<file path="src/rtl/fp_sp_pkg.sv">
// Shared single-precision definitions for the FPU divider and multiplier.
// Simplified numeric model: denormals flush to zero, truncation rounding.
package fp_sp_pkg;

    localparam logic signed [9:0] EXP_BIAS = 10'sd127;
    localparam logic [7:0]        EXP_MAX  = 8'hFF;
    localparam int unsigned       MANT_W   = 24;
    localparam logic [31:0]       QNAN     = 32'h7FC0_0000;

    typedef struct packed {
        logic        sign;
        logic [7:0]  exp;
        logic [22:0] frac;
    } fp_sp_t;

    typedef enum logic [1:0] {
        ZERO,
        NORMAL,
        INF,
        NAN
    } fp_class_t;

    // Exponent 0 is treated as zero regardless of fraction (denormal flush).
    function automatic fp_class_t fp_classify(input fp_sp_t x);
        if (x.exp == '0) begin
            return ZERO;
        end
        if (x.exp == EXP_MAX) begin
            return (x.frac != '0) ? NAN : INF;
        end
        return NORMAL;
    endfunction

endpackage

</file>
<file path="src/rtl/fp_sp_special_case.sv">
// Special-operand resolution for single-precision division.
// Purely combinational; flags are {invalid, divByZero, overflow, underflow}.
module fp_sp_special_case
    import fp_sp_pkg::*;
#(
    parameter logic [31:0] NAN_PATTERN = QNAN
) (
    input  fp_class_t   cls_a,
    input  fp_class_t   cls_b,
    input  logic        sign,
    output logic        is_special,
    output logic [31:0] result,
    output logic [3:0]  flags
);

    // Priority-ordered classification of the operand pair.
    always_comb begin
        is_special = 1'b1;
        result     = '0;
        flags      = '0;
        if (cls_a == NAN || cls_b == NAN) begin
            result = NAN_PATTERN;
            flags  = 4'b1000;
        end else if ((cls_a == ZERO && cls_b == ZERO) || (cls_a == INF && cls_b == INF)) begin
            result = NAN_PATTERN;
            flags  = 4'b1000;
        end else if (cls_a == NORMAL && cls_b == ZERO) begin
            result = {sign, EXP_MAX, 23'h0};
            flags  = 4'b0100;
        end else if (cls_a == INF) begin
            result = {sign, EXP_MAX, 23'h0};
        end else if (cls_a == ZERO || cls_b == INF) begin
            result = {sign, 31'h0};
        end else begin
            is_special = 1'b0;
        end
    end

endmodule

</file>
<file path="src/rtl/fp_divider_sp_iterative.sv">
// Sequential single-precision divider: restoring mantissa division,
// one quotient bit per clock, valid/ready handshake on both sides.
module fp_divider_sp_iterative
    import fp_sp_pkg::*;
#(
    parameter logic [31:0] NAN_PATTERN = QNAN
) (
    input  logic        i_CLK,
    input  logic        i_RSTn,
    input  logic        i_Valid,
    output logic        o_Ready,
    input  logic [31:0] i_Dividend,
    input  logic [31:0] i_Divisor,
    output logic        o_Valid,
    input  logic        i_Ready,
    output logic [31:0] o_Quotient,
    output logic [3:0]  o_Flags
);

    localparam int unsigned ITERATIONS = MANT_W + 1;
    localparam logic [4:0]  LAST_ITER  = 5'(ITERATIONS - 1);

    // PACK is a single-clock stage shared by special and normal paths so
    // both paths register the result through the same output flops.
    typedef enum logic [1:0] {
        IDLE,
        DIVIDE,
        PACK,
        DONE
    } state_t;

    state_t state_q, state_d;

    fp_sp_t    op_a, op_b;
    fp_class_t cls_a_in, cls_b_in;

    logic                sign_q;
    logic [7:0]          exp_a_q, exp_b_q;
    logic [MANT_W-1:0]   mant_b_q;
    logic [MANT_W+1:0]   rem_q;
    logic [MANT_W:0]     quo_q;
    logic [4:0]          cnt_q;
    fp_class_t           cls_a_q, cls_b_q;

    logic                rem_ge;
    logic [MANT_W+1:0]   rem_sub, rem_next;

    logic signed [9:0]   exp_norm;
    logic [MANT_W-2:0]   frac_norm;
    logic [31:0]         pack_result;
    logic [3:0]          pack_flags;

    logic                sc_special;
    logic [31:0]         sc_result;
    logic [3:0]          sc_flags;

    assign op_a     = i_Dividend;
    assign op_b     = i_Divisor;
    assign cls_a_in = fp_classify(op_a);
    assign cls_b_in = fp_classify(op_b);

    // State register.
    always_ff @(posedge i_CLK or negedge i_RSTn) begin
        if (!i_RSTn) begin
            state_q <= IDLE;
        end else begin
            state_q <= state_d;
        end
    end

    // Next-state logic and handshake outputs.
    always_comb begin
        state_d = state_q;
        o_Ready = 1'b0;
        o_Valid = 1'b0;
        case (state_q)
            IDLE: begin
                o_Ready = 1'b1;
                if (i_Valid) begin
                    state_d = (cls_a_in == NORMAL && cls_b_in == NORMAL) ? DIVIDE : PACK;
                end
            end
            DIVIDE: begin
                if (cnt_q == LAST_ITER) begin
                    state_d = PACK;
                end
            end
            PACK: begin
                state_d = DONE;
            end
            DONE: begin
                o_Valid = 1'b1;
                if (i_Ready) begin
                    state_d = IDLE;
                end
            end
            default: begin
                state_d = IDLE;
            end
        endcase
    end

    // One restoring-division step: subtract when possible, then shift.
    always_comb begin
        rem_ge   = rem_q >= {2'b00, mant_b_q};
        rem_sub  = rem_ge ? (rem_q - {2'b00, mant_b_q}) : rem_q;
        rem_next = rem_sub << 1;
    end

    // Normalise the raw quotient, apply range checks, merge special results.
    always_comb begin
        exp_norm  = $signed({2'b00, exp_a_q}) - $signed({2'b00, exp_b_q})
                  + (quo_q[MANT_W] ? EXP_BIAS : (EXP_BIAS - 10'sd1));
        frac_norm = quo_q[MANT_W] ? quo_q[MANT_W-1:1] : quo_q[MANT_W-2:0];
        if (sc_special) begin
            pack_result = sc_result;
            pack_flags  = sc_flags;
        end else if (exp_norm >= 10'sd255) begin
            pack_result = {sign_q, EXP_MAX, 23'h0};
            pack_flags  = 4'b0010;
        end else if (exp_norm <= 10'sd0) begin
            pack_result = {sign_q, 31'h0};
            pack_flags  = 4'b0001;
        end else begin
            pack_result = {sign_q, exp_norm[7:0], frac_norm};
            pack_flags  = '0;
        end
    end

    fp_sp_special_case #(
        .NAN_PATTERN(NAN_PATTERN)
    ) u_special (
        .cls_a      (cls_a_q),
        .cls_b      (cls_b_q),
        .sign       (sign_q),
        .is_special (sc_special),
        .result     (sc_result),
        .flags      (sc_flags)
    );

    // Operand capture, iteration datapath and registered result.
    always_ff @(posedge i_CLK or negedge i_RSTn) begin
        if (!i_RSTn) begin
            sign_q     <= 1'b0;
            exp_a_q    <= '0;
            exp_b_q    <= '0;
            mant_b_q   <= '0;
            rem_q      <= '0;
            quo_q      <= '0;
            cnt_q      <= '0;
            cls_a_q    <= ZERO;
            cls_b_q    <= ZERO;
            o_Quotient <= '0;
            o_Flags    <= '0;
        end else begin
            case (state_q)
                IDLE: begin
                    if (i_Valid) begin
                        sign_q   <= op_a.sign ^ op_b.sign;
                        exp_a_q  <= op_a.exp;
                        exp_b_q  <= op_b.exp;
                        rem_q    <= {2'b01, op_a.frac};
                        mant_b_q <= {1'b1, op_b.frac};
                        quo_q    <= '0;
                        cnt_q    <= '0;
                        cls_a_q  <= cls_a_in;
                        cls_b_q  <= cls_b_in;
                    end
                end
                DIVIDE: begin
                    rem_q <= rem_next;
                    quo_q <= {quo_q[MANT_W-1:0], rem_ge};
                    cnt_q <= cnt_q + 5'd1;
                end
                PACK: begin
                    o_Quotient <= pack_result;
                    o_Flags    <= pack_flags;
                end
                default: begin
                end
            endcase
        end
    end

endmodule

</file>
<file path="config.mk">
export PLATFORM = sky130hd
export DESIGN_NAME = fp_divider_sp_iterative
export DESIGN_NICKNAME = d
export VERILOG_FILES = /design/src/rtl/fp_sp_pkg.sv /design/src/rtl/fp_sp_special_case.sv /design/src/rtl/fp_divider_sp_iterative.sv
export SDC_FILE = /design/constraint.sdc
export NUM_CORES = 1
export LEC_CHECK = 0
export ABC_AREA = 1
export CORE_MARGIN = 1.5
export CORE_UTILIZATION = 50
export CTS_CLUSTER_DIAMETER = 30
export DETAILED_ROUTE_END_ITERATION = 16
export GPL_ROUTABILITY_DRIVEN = 0
export GPL_TIMING_DRIVEN = 0
export PLACE_DENSITY = 0.84
export SLEW_MARGIN = 10
export SYNTH_ARGS = -nofsm -noshare
export SYNTH_HDL_FRONTEND = slang
export SYNTH_SLANG_ARGS = --single-unit
</file>
<file path="constraint.sdc">
create_clock -name i_CLK -period 3.2 [get_ports i_CLK]
set_input_delay 0.64 -clock i_CLK [delete_from_list [all_inputs] [get_ports i_CLK]]
set_output_delay 0.64 -clock i_CLK [all_outputs]
set_load 0.005 [all_outputs]
</file>
Word level (Yosys, flattened, before mapping)
Index checks and enable logic that the tools add are counted.
{"block": "word_totals", "register_bits": 139, "inputBits": 68, "output_inout_bits": 38, "wordCells": 105}
{"block": "op_classes", "n_addsub": 4, "n_lt_le_gt_ge": 3, "eq_ne": 16, "mux": 51, "bitwise_logic": 1, "reduce_logical": 18}
{"cell": "32-bit 2-to-1 mux", "n": 6}
{"cell": "31-bit 2-to-1 mux", "n": 2}
{"cell": "26-bit one-hot mux with 2 select lines", "n": 1}
{"cell": "25-bit 2-to-1 mux", "n": 2}
{"cell": "25-bit one-hot mux with 2 select lines", "n": 1}
{"cell": "23-bit nonzero test", "n": 2}
{"cell": "26-bit by 24-bit greater-or-equal comparator with 1-bit output", "n": 1}
{"cell": "2-bit 2-to-1 mux", "n": 13}
{"cell": "26-bit 2-to-1 mux", "n": 1}
{"cell": "25-bit by 24-bit subtractor with 25-bit output", "n": 1}
{"cell": "23-bit 2-to-1 mux", "n": 1}
{"cell": "1-bit 2-to-1 mux", "n": 17}
{"cell": "8-bit equality test (second input constant)", "n": 2}
{"cell": "8-bit logical NOT", "n": 2}
{"cell": "2-bit equality test (second input constant)", "n": 6}
{"cell": "4-bit 2-to-1 mux", "n": 3}
{"cell": "9-bit by 8-bit adder with 10-bit output", "n": 1}
{"cell": "10-bit by 9-bit greater-or-equal comparator with 1-bit output (second input constant)", "n": 1}
{"cell": "10-bit by 1-bit less-or-equal comparator with 1-bit output (second input constant)", "n": 1}
{"cell": "5-bit one-hot mux with 2 select lines", "n": 1}
{"cell": "8-bit by 8-bit subtractor with 9-bit output", "n": 1}
{"cell": "2-bit by 1-bit equality test with 1-bit output (second input constant)", "n": 4}
{"cell": "2-bit one-hot mux with 4 select lines", "n": 1}
{"cell": "2-bit logical NOT", "n": 3}
{"cell": "other kinds (11)", "n": 19}

Depth between registers and ports, before layout
Gate-level depths: netlist of the first run.
{"block": "depth", "ltp_word": 10, "ltp_mapped": 21, "ltp_nobuf": 20}

Modules after synthesis
A second synthesis of the first run with hierarchy kept.
{"block": "unflattened", "cells_unflattened": 1289, "hier_area_um2": 9466.6}
{"module": "fp_divider_sp_iterative", "n_inst": 1, "cells_per_inst": 1237, "area_per_inst_um2": 9125.0}
{"module": "fp_sp_special_case", "n_inst": 1, "cells_per_inst": 52, "area_per_inst_um2": 341.6}

Worst setup path before layout of the first run
No wires, ideal clock.
{"block": "synth_timing", "kind": "reg2reg", "from": "reg exp_a_q[0]", "to": "reg o_Quotient[14]", "setup_ns": 0.123, "arrival_ns": 2.557, "required_time_ns": 3.077, "slack_ns": 0.521, "path_stages_with_launch": 18, "path_buffers": 1, "synth_period_minus_slack_ns": 2.679, "cell_sequence": "dfrtp_1 inv_1 ha_1 inv_1 fa_1 inv_1 ha_1 inv_1 or2_2 nor2_1 nand3_1 nor2_1 nand2_1 nor2_2 nand3_4 nand3_2 buf_6 o21ai_1"}
{"block": "synth_via", "elab_chain_len": 6}
{"element": "start, declared", "line": "fp_divider_sp_iterative.sv:38", "source": "logic [7:0] exp_a_q, exp_b_q;"}
{"element": "start signal, assigned", "line": "fp_divider_sp_iterative.sv:160", "source": "exp_a_q <= op_a.exp;"}
{"element": "8-bit by 8-bit subtractor with 9-bit output *", "line": "fp_divider_sp_iterative.sv:112", "source": "exp_norm = $signed({2'b00, exp_a_q}) - $signed({2'b00, exp_b_q})"}
{"element": "9-bit by 8-bit adder with 10-bit output *", "line": "fp_divider_sp_iterative.sv:113", "source": "+ (quo_q[MANT_W] ? EXP_BIAS : (EXP_BIAS - 10'sd1));"}
{"element": "10-bit by 1-bit less-or-equal comparator with 1-bit output", "line": "fp_divider_sp_iterative.sv:121", "source": "end else if (exp_norm <= 10'sd0) begin"}
{"element": "31-bit 2-to-1 mux", "line": "fp_divider_sp_iterative.sv:121"}
{"element": "31-bit 2-to-1 mux *", "line": "fp_divider_sp_iterative.sv:118", "source": "end else if (exp_norm >= 10'sd255) begin"}
{"element": "32-bit 2-to-1 mux *", "line": "fp_divider_sp_iterative.sv:115", "source": "if (sc_special) begin"}
{"element": "end signal, assigned", "line": "fp_divider_sp_iterative.sv:176", "source": "o_Quotient <= pack_result;"}
{"element": "end, declared", "line": "fp_divider_sp_iterative.sv:16", "source": "output logic [31:0] o_Quotient,"}
Every way passes the cells marked *; elsewhere a longest branch is shown, timed or not.
A chain may end at the register's enable or synchronous reset.

Final worst setup path of the first run
{"block": "layout_timing", "from": "reg rem_q[0]", "to": "reg rem_q[2]"}
{"block": "layout_via", "elab_chain_len": 3}
{"element": "start, declared", "line": "fp_divider_sp_iterative.sv:40", "source": "logic [MANT_W+1:0] rem_q;"}
{"element": "start signal, assigned", "line": "fp_divider_sp_iterative.sv:162", "source": "rem_q <= {2'b01, op_a.frac};"}
{"element": "start signal, assigned", "line": "fp_divider_sp_iterative.sv:171", "source": "rem_q <= rem_next;"}
{"element": "25-bit by 24-bit subtractor with 25-bit output or 26-bit by 24-bit greater-or-equal comparator with 1-bit output (tied branches)", "line": "fp_divider_sp_iterative.sv:106, fp_divider_sp_iterative.sv:105"}
{"element": "25-bit 2-to-1 mux *", "line": "fp_divider_sp_iterative.sv:106", "source": "rem_sub = rem_ge ? (rem_q - {2'b00, mant_b_q}) : rem_q;"}
{"element": "26-bit one-hot mux with 2 select lines *", "line": "fp_divider_sp_iterative.sv:156", "source": "case (state_q)"}
Marked as above.

==> impl_results.md, run 1 <==
- Drt drc: 0
- DRT Pass-1 Iters: 5
- Slew @ Worst Pin: roughly 1.0 ns
- Initial antenna violation count: 0
- Total GRT Usage: 0.264
- First-pass GRT wire length: around 38 mm
- Core Rows: 48
- Vias in the first global route: 8084
- Worst Path Required: 3.51 ns
- Leak Pwr: between 5 and 6 nW
- Die Area: around 18000 um^2
- Slew headroom: 0.320
- Syn. warnings: 0
- Largest net degree at the start of global routing: 96
- Main synth FF type: dfrtp_1
- Synth Register Bits: between 100 and 150
- Final cell count without fillers: ~1500
- Clk_lat worst skew: approximately 0.43 ns
- Chip width: roughly 140 um
- Initial Util: 0.508
- CTS tree: done
- Peak VDD IR: 0.604 mV
- Hold WC Path Type: in -> async
- EDFF count, synth: 0
- Routed wire per std cell: roughly 15 um
- Cts hold-fix bufs: 0
- DR top layer: met4
- Die Span Y: 135 um
- Async SR Flop Fraction: 1.00
- Initial DRC count: around 720
- Netlist cell types: 42
- Via density: around 5.5
- Met2 WL: around 11 mm
- Core ar.: around 17000 um^2
- Clock buffer depth: 2
- Share of layout cells above drive strength 1: 0.0621
- Gate Count Post-Synth: ~1200
- IO Pins: between 100 and 150
- Clock root buffer: clkbuf_16
- Layout area overhead: 22.4%
- DP Cell Count: between 1500 and 2000
- Tmin final: 2.96 ns
- Share of the synthesized area in the top cell type: 0.398
- PD cells: 1270 nW/um^2
- Worst reg2reg path depth: 14
- Sink Count: ~140
- Final setup viols: 0
- RR Startpoint: rem_q[0]
- Final Hold Fails: 0
- Register clock-pin slew on the reported worst setup and hold paths: roughly 0.060 ns
- Via count: 8466
- GRT overflow: 0
- Top post-synthesis cells by area: dfrtp_1, nand2_1, inv_1
- WL met1: ~9.9 mm
- Syn_area_per_cell: 7.39 um^2
- Post-cts sizing count: 0
- Post-synthesis sequential area ratio: 0.398
- ANT nets after route: 0
- Worst Path Max Fanout: 10
- Synth area leader: dfrtp_1
- H-tree Lvls: 4
- Routed wire length: around 23 mm
- Worst Path Arrival: 3.27 ns
- Detail Route met3 WL: about 1.4 mm
- Final #Nets: between 1000 and 1500
- CP Launch Type: register
- Final Cycle Share: 0.924
- Crit Reg-Reg Endpoint: rem_q[2]
- IO buf count: between 100 and 150
- Detailed Place HPWL: 17.6 mm
- Pre-CTS setup slack: between 0.2 and 0.3 ns
- Antenna Cells: 0
- CP Class: reg -> reg
- Status: finished clean
- Reg-to-reg slack, setup: ~0.24 ns
- Total CTS buffers: 17
- Syn nets: around 1300
- Post-CTS setup repair buffer count: 0
- Mapped cell area: a little under 9000 um^2
- PnR Total Power: roughly 14 mW
- Final setup margin: roughly 0.24 ns
- Worst Skew: 0.00780 ns
- RSZ-0062 raised after global routing: no
- Max Cap Viol: 0
- Post-DP Area: 10100 um^2
- Fin area: between 10000 and 15000 um^2
- Crit. End Element: register
- Fin. max-slew vios: 0
- Max frequency: around 340 MHz
metrics by stage:
stage	hold slack, ns	TNS, ns	util
floorplan	0.344	0	-
global placement	0.440	-540.36	0.586
detailed placement	0.452	0	0.588
CTS	0.144	0	0.622
global route	0.153	0	0.622
finish	0.130	0	0.622
worst max-delay path, stage by stage, from the launching register on:
cell and delay, ns:
dfrtp_1 0.36, inv_1 0.07, ha_1 0.21, fa_1 0.44, o21ai_2 0.27, nand2_1 0.08
nand2_1 0.14, inv_1 0.09, o21ai_1 0.29, nand3_1 0.14, nand3_2 0.18, buf_2 0.29
nand2_1 0.09, o211ai_1 0.11, nand2_1 0.07
cells in the final DEF, fill, tap and decap left out, types with 3 or more instances in the layout:
master	n
nand3_1	54
o21bai_1	9
a22o_1	14
nand2_1	309
clkbuf_16	17
o21ai_1	14
o211ai_1	12
nand4_1	22
clkbuf_1	29
nor4_1	20
buf_2	3
nor2_1	69
inv_2	3
inv_1	185
buf_6	4
o22ai_1	24
o21ai_0	103
a21o_1	4
a21oi_1	47
nor3_1	5
nand2_2	11
xor2_1	10
dfrtp_1	139
clkdlybuf4s50_1	104
buf_4	3
nand3_2	8
xnor2_1	11
o21ai_2	10
inv_6	6
ha_1	40
routing by layer:
metal / GRT usage / vias up
li1: - / 4111
met1: 0.328 / 3989
met2: 0.444 / 309
met3: 0.0561 / 57
met4: 0.119 / 0
met5: 0 / -
worst max-delay path by stage:
| stage | depth (start not counted) | slack, ns | to | start |
|---|---|---|---|---|
| final | 14 | 0.24 | rem_q[2] | rem_q[0] |
| after global routing | 14 | 0.006 | rem_q[6] | rem_q[0] |
| after CTS | 17 | 0.26 | o_Quotient[4] | exp_a_q[0] |
| after detailed placement | 17 | 0.28 | o_Quotient[4] | exp_a_q[0] |
| after global placement | 1 | -3.90 | rem_q[17] | i_RSTn |
| after floorplan | 17 | 0.52 | o_Quotient[14] | exp_a_q[0] |
power breakdown:
part	internal, mW	switching [mW]	leakage, nW
Clock	1.18	0.815	0.290
Combinational	3.14	5.54	3.02
Sequential	2.49	0.448	1.79
Total	6.82	6.80	5.10
cell usage after synthesis, types with 20 or more instances:
| cell type | number |
|---|---|
| a21oi_1 | 47 |
| clkbuf_1 | 29 |
| dfrtp_1 | 139 |
| ha_1 | 40 |
| inv_1 | 185 |
| nand2_1 | 309 |
| nand3_1 | 54 |
| nand4_1 | 22 |
| nor2_1 | 69 |
| nor4_1 | 20 |
| o21ai_0 | 103 |
| o22ai_1 | 24 |
final cells by class:
type                    count  area [um^2]
multi-input cells         814         4360
clock buffers              18          439
well taps                 225          282
fillers                  1477         6490
flip-flops and latches    139         3480
inverters                 190          713
repair buffers            106         1080
clock inverters            14          158
plain buffers              39          184
registers in the layout (all words and copies together), names as in the netlist:
name        cells
o_Quotient     32
rem_q          26
quo_q          25
mant_b_q       24
exp_a_q         8
exp_b_q         8
cnt_q           5
o_Flags         4
cls_a_q         2
cls_b_q         2
state_q         2
sign_q          1
kinds of logic (layout without fill, tap and decap cells):
group           count (synthesis)  in the layout  synth area share
buf+inv                       229            367             0.103
fa+ha+maj                      42             42            0.0619
simple gates                  506            506             0.252
compound gates                245            245             0.164
flops                         139            139             0.398
xor+xnor                       21             21            0.0211
Note: power is estimated with default switching activity, not from simulation.
==> inputs of run 2 (changes only) <==
--- a/config.mk
+++ b/config.mk
@@ -8,7 +8,7 @@
 export ABC_AREA = 1
 export CORE_MARGIN = 1.5
 export CORE_UTILIZATION = 50
-export CTS_CLUSTER_DIAMETER = 30
+export CTS_CLUSTER_DIAMETER = 100
 export DETAILED_ROUTE_END_ITERATION = 16
 export GPL_ROUTABILITY_DRIVEN = 0
 export GPL_TIMING_DRIVEN = 0
==> results of run 2 <==
Final layout, timing and power as in run 1 (identical DEF).
